File: src/rtl/alu_result_stage.sv
// EX-stage ALU result select, flag derivation and 2-entry skid buffer
// toward the EX/MEM boundary.
module alu_result_stage #(
  parameter int N    = 32,
  parameter int TAGW = 5
) (
  input  logic            clk,
  input  logic            rst_n,
  input  logic            flush,
  input  logic            in_valid,
  output logic            in_ready,
  input  logic [N-1:0]    lu_res,
  input  logic [N-1:0]    add_res,
  input  logic            add_ovf,
  input  logic [N-1:0]    b,
  input  logic [1:0]      sel,
  input  logic            ovf_en,
  input  logic [TAGW-1:0] tag_in,
  output logic            out_valid,
  input  logic            out_ready,
  output logic [N-1:0]    out_res,
  output logic            out_zero,
  output logic            out_trap,
  output logic [TAGW-1:0] out_tag
);

  typedef struct packed {
    logic [N-1:0]    res;
    logic            zero;
    logic            trap;
    logic [TAGW-1:0] tag;
  } ent_t;

  ent_t in_e;
  ent_t m_q;
  ent_t s_q;
  logic m_valid;
  logic s_valid;
  logic accept;
  logic drain;
  logic [N-1:0] sel_res;

  always_comb begin
    sel_res = '0;
    unique case (1'b1)
      (sel == 2'b00): sel_res = lu_res;
      (sel == 2'b01): sel_res = add_res;
      (sel == 2'b10): sel_res = {{(N-1){1'b0}},
                                 add_res[N-1] ^ add_ovf};
      (sel == 2'b11): sel_res = b;
      default:        sel_res = '0;
    endcase
  end

  always_comb begin
    in_e      = '0;
    in_e.res  = sel_res;
    in_e.zero = (sel_res == '0);
    in_e.trap = ovf_en & add_ovf & (sel == 2'b01);
    in_e.tag  = tag_in;
  end

  // in_ready depends only on skid occupancy, never on out_ready
  assign in_ready = !s_valid;
  assign accept   = in_valid & in_ready;
  assign drain    = m_valid & out_ready;

  always_ff @(posedge clk or negedge rst_n) begin
    if (!rst_n) begin
      m_valid <= 1'b0;
      s_valid <= 1'b0;
      m_q     <= '0;
    end else if (flush) begin
      m_valid <= 1'b0;
      s_valid <= 1'b0;
    end else if (m_valid && s_valid) begin
      if (drain) begin
        m_q     <= s_q;
        s_valid <= 1'b0;
      end
    end else if (m_valid) begin
      if (drain && accept) begin
        m_q <= in_e;
      end else if (drain) begin
        m_valid <= 1'b0;
      end else if (accept) begin
        s_valid <= 1'b1;
      end
    end else if (accept) begin
      m_q     <= in_e;
      m_valid <= 1'b1;
    end
  end

  // skid data is qualified by s_valid, so it needs no reset
  always_ff @(posedge clk) begin
    if (m_valid && !drain && accept) begin
      s_q <= in_e;
    end
  end

  assign out_valid = m_valid;
  assign out_res   = m_q.res;
  assign out_zero  = m_q.zero;
  assign out_trap  = m_q.trap;
  assign out_tag   = m_q.tag;

endmodule

File: config.mk
export PLATFORM = sky130hd
export DESIGN_NAME = alu_result_stage
export DESIGN_NICKNAME = d
export VERILOG_FILES = /design/src/rtl/alu_result_stage.sv
export SDC_FILE = /design/constraint.sdc
export NUM_CORES = 1
export LEC_CHECK = 0
export ABC_AREA = 1
export CAP_MARGIN = 15
export CORE_UTILIZATION = 30
export DETAILED_ROUTE_END_ITERATION = 6
export PLACE_DENSITY = 0.54
export SYNTH_ARGS = -nofsm -noshare
export SYNTH_HDL_FRONTEND = slang
export SYNTH_SLANG_ARGS = --single-unit
File: constraint.sdc
create_clock -name clk -period 4.4 [get_ports clk]
set_clock_uncertainty 0.05 [all_clocks]
set_input_delay 0.44 -clock clk [delete_from_list [all_inputs] [get_ports clk]]
set_output_delay 0.44 -clock clk [all_outputs]
set_load 0.01 [all_outputs]
==> impl_metrics.env, run 1 <==
export IMPL_antenna_left=0
export IMPL_drt_iter0_markers=249
export IMPL_synth_area_leaders="edfxtp_1 28%, dfrtp_1 24%, nand2_1 11%"
export IMPL_power_density_nw_per_um2=359.7
export IMPL_cts_clk_slew_worst_paths_ns=0.06
export IMPL_synth_distinct_cells=20
export IMPL_core_um2=13450
export IMPL_ios=151
export IMPL_cpMostUsedCell="nand2_1"
export IMPL_grt_first_pass_wirelength_um=19900
export IMPL_clk_path_buf_depth=2
export IMPL_rsz0062_at_grt="false"
export IMPL_final_common_cell="clkdlybuf4s50_1"
export IMPL_power_internal_mw=1.645
export IMPL_most_common_layout_cells="149 x clkdlybuf4s50_1, 127 x nand2_1, 117 x nor2_1"
export IMPL_fin_crit_sh_pct=65.26
export IMPL_cts_tree="built"
export IMPL_seq_power_share_pct=41.6
export IMPL_whs_ns=0.2055
export IMPL_gr_total_overflow=0
export IMPL_crit_chain="nand2_1 -> buf_4 -> inv_2 -> a21oi_1 -> nor3_4 -> buf_4 -> inv_2 -> nor2_1 -> nand2_1 -> nand2_1"
export IMPL_first_pass_iters=4
export IMPL_finalCoreUtilization_pct=45.35
export IMPL_synth_top_area_share_pct=27.97
export IMPL_ys_seq_area_share_pct=52.46
export IMPL_via_count=3926
export IMPL_grt_pass1_vias=4011
export IMPL_layout_min_cycle_time_ns=2.872
export IMPL_start_util_pct=31.13
export IMPL_place_ws_ns=1.523
export IMPL_total_leakage_power_nw=2.829
export IMPL_clk_latency_ns=0.32
export IMPL_die_y_um=120.2
export IMPL_drv_slew=0
export IMPL_start_kind="flop"
export IMPL_layout_drive_gt1_share_pct=4.058
export IMPL_dieArea_um2=14440
export IMPL_synth_nets=657
export IMPL_p_sw_share_pct=25.06
export IMPL_max_cap_violations=0
export IMPL_critPathArrivalTime_ns=3.03
export IMPL_post_cts_repair_setup_buffers=0
export IMPL_area_growth_pct=45.68
export IMPL_port_buffers=150
export IMPL_hold_class="in2async"
export IMPL_cts_made_buffers=9
export IMPL_num_nets_final=795
export IMPL_timing_slew_headroom_pct=34.97
export IMPL_crit_type="reg2reg"
export IMPL_ctsRootBufferMaster="clkbuf_16"
export IMPL_finalSetupTns_ns=0
export IMPL_syn_cell_area_um2=4188
export IMPL_htreeDepth=3
export IMPL_finalHoldViolCount=0
export IMPL_path_max_fanout=44
export IMPL_die_w_um=120.2
export IMPL_synth_top_cell_by_area="edfxtp_1"
export IMPL_crit_slowest_cell="inv_2"
export IMPL_wirelength_um=12280
export IMPL_yosysWarningCount=0
export IMPL_dpl_hpwl_um=9195
export IMPL_grt_total_usage_pct=17.91
export IMPL_tightest_slew_ns=0.9755
export IMPL_setup_viol=0
export IMPL_hold_buffers=0
export IMPL_num_rows=42
export IMPL_finalWeightedCongestion=0.8258
export IMPL_cts_resized=0
export IMPL_cts_sinks=80
export IMPL_power_mw=2.195
export IMPL_end_kind="flop"
export IMPL_max_freq_mhz=348.2
export IMPL_crit_required_ns=4.56
export IMPL_diodes=0
export IMPL_avgSynthCellArea_um2=7.656
export IMPL_finish_instance_area_um2=6101
export IMPL_reg2reg_slack_ns=1.53
export IMPL_setup_ws_ns=1.528
export IMPL_p_comb_share_pct=22.6
export IMPL_outcome="complete, no violations"
export IMPL_clkPwrFrac_pct=35.8
export IMPL_dpl_cell_area_um2=5786
export IMPL_syn_instance_count=547
export IMPL_avgRoutedWirePerCell_um=14.18
export IMPL_dp_cells=850
export IMPL_antenna_found_initial=0
export IMPL_drc_errors=0
export IMPL_grt_max_degree=45
export IMPL_instances_no_fill=866
export IMPL_vdd_drop_max_mv=0.2013
export IMPL_p_sw_uw=550.0
export IMPL_ys_ff_latch=80
export IMPL_viasPerCell=4.533
export IMPL_cpPeakStageDelay_ns=0.53
==> sequential cells by signal (all words and copies together) (netlist names) <==
register	count
out_trap	1
s_q	39
out_tag	5
out_valid	1
s_valid	1
out_zero	1
out_res	32
==> path summary, 6_finish.rpt <==
kind	cells after the start	end	from
worst min-delay path	1	out_trap	rst_n
min in group clk	2	out_res[7]	out_res[7]
worst max register to register	10	out_zero	out_valid
worst min register to register	2	out_res[7]	out_res[7]
worst max-delay path	10	out_zero	out_valid
max in group asynchronous	1	out_res[16]	rst_n
==> power by group through the flow <==
stage          registers, mW  clock network, mW  logic (mW)
6_report               0.912              0.785       0.497
5_1_grt                0.922              0.828       0.548
4_1_cts                0.914              0.800       0.505
3_3_place_gp           0.928                  0       0.498
2_1_floorplan          0.950                  0       0.175
3_5_place_dp           0.929                  0       0.504
==> synth_stat cells <==
cell	number
a21oi_1	3
a31oi_1	5
and3_1	1
buf_2	13
buf_4	3
buf_6	4
clkbuf_1	7
clkbuf_2	1
dfrtp_1	41
edfxtp_1	39
inv_1	67
inv_2	5
nand2_1	127
nand2_4	1
nand3_1	43
nor2_1	118
nor2_2	1
nor3_4	1
o21ai_0	43
o21ai_1	24
==> worst max-delay path: cells and delay by family (launching register included) <==
kind / cells / cell delay (ns)
compound gates: 1 / 0.38
flops: 1 / 0.40
buf+inv: 4 / 1.55
simple gates: 5 / 0.34
==> area by class of cell <==
class / instances / area [um2]
flip-flops and latches: 80 / 2197
repair buffers: 155 / 1534
well taps: 176 / 220.2
multi-input cells: 367 / 1564
clock inverters: 3 / 65.06
clock buffers: 13 / 250.2
inverters: 72 / 270.3
fillers: 1376 / 7352
==> metal layers <==
layer	global-route usage (%)	wire (um)	vias to the layer above
li1	-	-	1996
met1	23.02	5660	1796
met2	29.85	5846	124
met3	3.137	592	10
met4	6.875	176	0
met5	0	0	-
==> cells by family after synthesis <==
| logic type | count (synthesis) | synth area share (%) |
|---|---|---|
| AND/OR/NAND/NOR | 292 | 28.06 |
| buffers and inverters | 100 | 10.37 |
| flip-flops | 80 | 52.46 |
| AO/OA/AOI/OAI | 75 | 9.113 |
(Power assumes the default switching activity.)
==> inputs of run 2 (changes only) <==
--- a/config.mk
+++ b/config.mk
@@ -9,7 +9,7 @@
 export CAP_MARGIN = 15
 export CORE_UTILIZATION = 30
 export DETAILED_ROUTE_END_ITERATION = 6
-export PLACE_DENSITY = 0.54
+export PLACE_DENSITY = 0.57
 export SYNTH_ARGS = -nofsm -noshare
 export SYNTH_HDL_FRONTEND = slang
 export SYNTH_SLANG_ARGS = --single-unit
==> constraint.sdc (replaced) <==
create_clock -name clk -period 2.49 [get_ports clk]
set_clock_uncertainty 0.05 [all_clocks]
set_input_delay 0.249 -clock clk [delete_from_list [all_inputs] [get_ports clk]]
set_output_delay 0.249 -clock clk [all_outputs]
set_load 0.01 [all_outputs]
==> impl_metrics.env, run 2 (synthesized netlist as in run 1, its figures left out) <==
export IMPL_setup_viol=0
export IMPL_finalSetupTns_ns=0
export IMPL_first_pass_iters=5
export IMPL_cts_made_buffers=9
export IMPL_hold_class="in2async"
export IMPL_total_leakage_power_nw=2.863
export IMPL_crit_path_start="sel[0]"
export IMPL_reg2reg_from="out_valid"
export IMPL_htreeDepth=3
export IMPL_finalWeightedCongestion=0.8719
export IMPL_num_nets_final=798
export IMPL_die_y_um=120.2
export IMPL_layout_drive_gt1_share_pct=4.762
export IMPL_start_util_pct=31.13
export IMPL_reg2reg_slack_ns=0.74
export IMPL_via_count=3984
export IMPL_layout_min_cycle_time_ns=1.972
export IMPL_setup_ws_ns=0.5176
export IMPL_cts_clk_slew_worst_paths_ns=0.06
export IMPL_start_kind="input port"
export IMPL_dpl_hpwl_um=9453
export IMPL_tightest_slew_ns=1.027
export IMPL_rsz0062_at_grt="false"
export IMPL_cts_resized=0
export IMPL_drt_iter0_markers=247
export IMPL_fin_crit_sh_pct=79.21
export IMPL_grt_total_usage_pct=19.22
export IMPL_crit_type="in2reg"
export IMPL_power_mw=4.018
export IMPL_grt_max_degree=44
export IMPL_p_sw_share_pct=25.02
export IMPL_ios=151
export IMPL_clk_latency_ns=0.33
export IMPL_whs_ns=0.03287
export IMPL_num_rows=42
export IMPL_crit_slowest_cell="clkdlybuf4s50_1"
export IMPL_area_growth_pct=47.27
export IMPL_cpPeakStageDelay_ns=0.49
export IMPL_antenna_found_initial=0
export IMPL_end_kind="flop"
export IMPL_cts_tree="built"
export IMPL_r2r_end="out_zero"
export IMPL_outcome="complete, no violations"
export IMPL_largest_register_ffs=39
export IMPL_grt_first_pass_wirelength_um=21350
export IMPL_grt_pass1_vias=4047
export IMPL_viasPerCell=4.585
export IMPL_most_common_layout_cells="149 x clkdlybuf4s50_1, 127 x nand2_1, 117 x nor2_1"
export IMPL_worstRegToRegCells=8
export IMPL_place_ws_ns=0.1697
export IMPL_hold_buffers=0
export IMPL_diodes=0
export IMPL_cts_sinks=80
export IMPL_final_common_cell="clkdlybuf4s50_1"
export IMPL_power_internal_mw=3.013
export IMPL_clkPwrFrac_pct=37.9
export IMPL_dieArea_um2=14440
export IMPL_vdd_drop_max_mv=0.3705
export IMPL_p_sw_mw=1.005
export IMPL_core_um2=13450
export IMPL_power_density_nw_per_um2=651.6
export IMPL_drv_slew=0
export IMPL_crit_end="out_zero"
export IMPL_path_max_fanout=31
export IMPL_post_cts_repair_setup_buffers=0
export IMPL_avgRoutedWirePerCell_um=15.10
export IMPL_seq_power_share_pct=40.0
export IMPL_finalHoldViolCount=0
export IMPL_max_cap_violations=0
export IMPL_antenna_left=0
export IMPL_largest_register="s_q"
export IMPL_drc_errors=0
export IMPL_cpMostUsedCell="nand2_1"
export IMPL_dpl_cell_area_um2=5821
export IMPL_wirelength_um=13120
export IMPL_port_buffers=150
export IMPL_crit_required_ns=2.71
export IMPL_clk_path_buf_depth=2
export IMPL_max_freq_mhz=507.0
export IMPL_p_comb_share_pct=22.1
export IMPL_timing_slew_headroom_pct=31.50
export IMPL_finish_instance_area_um2=6167
export IMPL_critPathArrivalTime_ns=2.19
export IMPL_crit_chain="clkdlybuf4s50_1 -> inv_2 -> nand2_4 -> nor2_1 -> nor2_1 -> nand2_1 -> nor2_1 -> nand2_1 -> nor2_1 -> nand2_1 -> nand2_1 -> nand2_1 -> nand2_1"
export IMPL_die_w_um=120.2
export IMPL_gr_total_overflow=0
export IMPL_ctsRootBufferMaster="clkbuf_16"
run 2: changes by cell type in the layout (fill, tap and decap cells not counted):
cell	previous run	this run
bufinv_16	2	3
clkbuf_1	3	1
clkinv_4	0	1
buf_4	5	7
buf_12	0	1
run 2: how the worst min path moves through the flow:
stage          slack [ns]  cells after the start         from     endpoint
2_1_floorplan        -0.1                      0        rst_n   out_res[0]
3_3_place_gp         0.42                      2  out_res[21]  out_res[21]
3_5_place_dp         0.43                      2  out_res[20]  out_res[20]
4_1_cts              0.10                      1        rst_n  out_res[24]
5_1_grt              0.13                      1        rst_n  out_res[24]
6_report             0.03                      1        rst_n  out_res[24]
run 2: cell type report:
class	count	area (um2)
multi-input combinational	367	1564
fill	1403	7286
inverter	72	270.3
sequential	80	2197
clock inverter	5	103.9
tap	176	220.2
clock buffer	11	242.7
timing repair buffer	158	1569
run 2: critical path: cells and delay by family:
kind | cells | cell delay (ns)
buffers and inverters | 2 | 0.56
and+or+nand+nor | 11 | 1.36
run 2: through the flow:
step	util, %	cells
final	45.84	869
after global routing	45.84	869
after CTS	45.84	869
after detailed placement	43.27	853
after global placement	43.27	853
after floorplan	-	547
run 2: metal layers:
layer	track usage [%]	wire (um)	up-vias
li1	-	-	2005
met1	25.39	5927	1823
met2	31.54	6065	144
met3	4.610	1001	12
met4	4.609	127	0
met5	0	0	-
run 2: power by group through the flow:
stage / combinational [mW] / clock (mW) / sequential [mW]
after floorplan: 0.310 / 0 / 1.68
after global placement: 0.894 / 0 / 1.63
after detailed placement: 0.900 / 0 / 1.63
after CTS: 0.902 / 1.54 / 1.61
after global routing: 0.983 / 1.61 / 1.62
final: 0.889 / 1.52 / 1.61
==> inputs of run 3 (changes only) <==
==> constraint.sdc (replaced) <==
create_clock -name clk -period 1.76 [get_ports clk]
set_clock_uncertainty 0.05 [all_clocks]
set_input_delay 0.176 -clock clk [delete_from_list [all_inputs] [get_ports clk]]
set_output_delay 0.176 -clock clk [all_outputs]
set_load 0.01 [all_outputs]
==> impl_metrics.env, run 3 (synthesized netlist as in run 1, its figures left out) <==
export IMPL_grt_max_degree=41
export IMPL_cts_tree="built"
export IMPL_outcome="complete, no violations"
export IMPL_max_cap_violations=0
export IMPL_gr_total_overflow=0
export IMPL_setup_viol=0
export IMPL_core_um2=13450
export IMPL_die_y_um=120.2
export IMPL_htreeDepth=3
export IMPL_clk_path_buf_depth=2
export IMPL_wirelength_um=12820
export IMPL_dpl_hpwl_um=9717
export IMPL_start_util_pct=31.13
export IMPL_ctsRootBufferMaster="clkbuf_16"
export IMPL_grt_pass1_vias=4222
export IMPL_max_freq_mhz=635.6
export IMPL_crit_type="reg2out"
export IMPL_viasPerCell=4.532
export IMPL_hold_class="in2async"
export IMPL_grt_total_usage_pct=18.96
export IMPL_largest_register="s_q"
export IMPL_whs_ns=0.3259
export IMPL_rsz0062_at_grt="false"
export IMPL_finalHoldViolCount=0
export IMPL_fin_crit_sh_pct=89.40
export IMPL_port_buffers=150
export IMPL_via_count=4142
export IMPL_start_kind="flop"
export IMPL_drv_slew=0
export IMPL_antenna_left=0
export IMPL_tightest_slew_ns=0.5882
export IMPL_area_growth_pct=56.32
export IMPL_critPathArrivalTime_ns=1.35
export IMPL_first_pass_iters=4
export IMPL_die_w_um=120.2
export IMPL_finalWeightedCongestion=0.8654
export IMPL_num_nets_final=843
export IMPL_end_kind="primary output"
export IMPL_timing_slew_headroom_pct=60.79
export IMPL_path_max_fanout=4
export IMPL_total_leakage_power_nw=3.088
export IMPL_avgRoutedWirePerCell_um=14.03
export IMPL_largest_register_ffs=39
export IMPL_finish_instance_area_um2=6546
export IMPL_drt_iter0_markers=229
export IMPL_power_density_nw_per_um2=839.5
export IMPL_ios=151
export IMPL_grt_first_pass_wirelength_um=21000
export IMPL_crit_required_ns=1.53
export IMPL_most_common_layout_cells="147 x clkdlybuf4s50_1, 127 x nand2_1, 112 x nor2_1"
export IMPL_finalCoreUtilization_pct=48.66
export IMPL_layout_min_cycle_time_ns=1.573
export IMPL_cts_sinks=80
export IMPL_vdd_drop_max_mv=0.4383
export IMPL_dieArea_um2=14440
export IMPL_final_common_cell="clkdlybuf4s50_1"
export IMPL_cts_made_buffers=9
export IMPL_cts_clk_slew_worst_paths_ns=0.06
export IMPL_diodes=0
export IMPL_antenna_found_initial=0
export IMPL_num_rows=42
export IMPL_clk_latency_ns=0.33
export IMPL_dpl_cell_area_um2=6221
export IMPL_layout_drive_gt1_share_pct=11.25
export IMPL_drc_errors=0
run 3: cell count changes in the layout (fill, tap and decap cells not counted), moves of 3 or more:
cell	before	now
nor2_2	1	4
buf_4	7	45
buf_12	1	6
nor2_1	117	112
run 3: cell type report:
cell class / count / area, um2
Clock buffer: 10 / 229.0
Clock inverter: 6 / 60.06
Fill cell: 1346 / 6907
Inverter: 72 / 272.8
Multi-Input combinational cell: 367 / 1587
Sequential cell: 80 / 2197
Tap cell: 176 / 220.2
Timing Repair Buffer: 203 / 1981
run 3: repair_timing:
item | 4_1_cts | 5_1_grt
hold endpoints to repair | 22 | 0
setup buffers | 0 | 0
setup endpoints to repair | 1 | 6
resized for setup | 1 | 9
hold buffers | 1 | 0
run 3: worst paths after layout:
path                             start     endpoint  slack (ns)  cells past startpoint
setup / recovery               s_valid     in_ready        0.19                      2
hold / removal                   rst_n  out_res[24]        0.33                      2
setup reg to reg             out_valid  out_res[13]        0.24                      7
hold reg to reg            out_res[21]  out_res[21]        0.44                      2
max in group asynchronous        rst_n   out_tag[4]        0.81                      3
min in group clk             tag_in[0]       s_q[0]        0.38                      1
run 3: worst max-delay path, stage by stage, from the launching register on:
cell	delay, ns
dfrtp_1	0.37
inv_1	0.10
clkdlybuf4s50_1	0.55
run 3: report_power, final:
group	leakage, nW	internal [mW]	switching, mW
registers	0.881	2.17	0.106
clock network	0.140	1.09	0.737
logic	2.07	0.780	0.613
run 3: stage by stage:
step | cells | setup TNS [ns] | power (mW) | worst slack (ns)
detailed placement | 897 | -3.894 | 3.710 | -0.3650
global route | 914 | 0 | 5.771 | 0.01819
floorplan | 547 | 0 | 2.816 | 0.01931
CTS | 914 | 0 | 5.547 | 0.007901
finish | 914 | 0 | 5.496 | 0.1866
global placement | 897 | -2.684 | 3.693 | -0.3526
run 3: per-layer routing:
metal  vias to the layer above  GRT usage [%]  routed length (um)
li1                       2093              -                   -
met1                      1879          24.14                5644
met2                       156          31.32                6013
met3                        14          3.375                 934
met4                         0          8.359                 230
met5                         -              0                   0
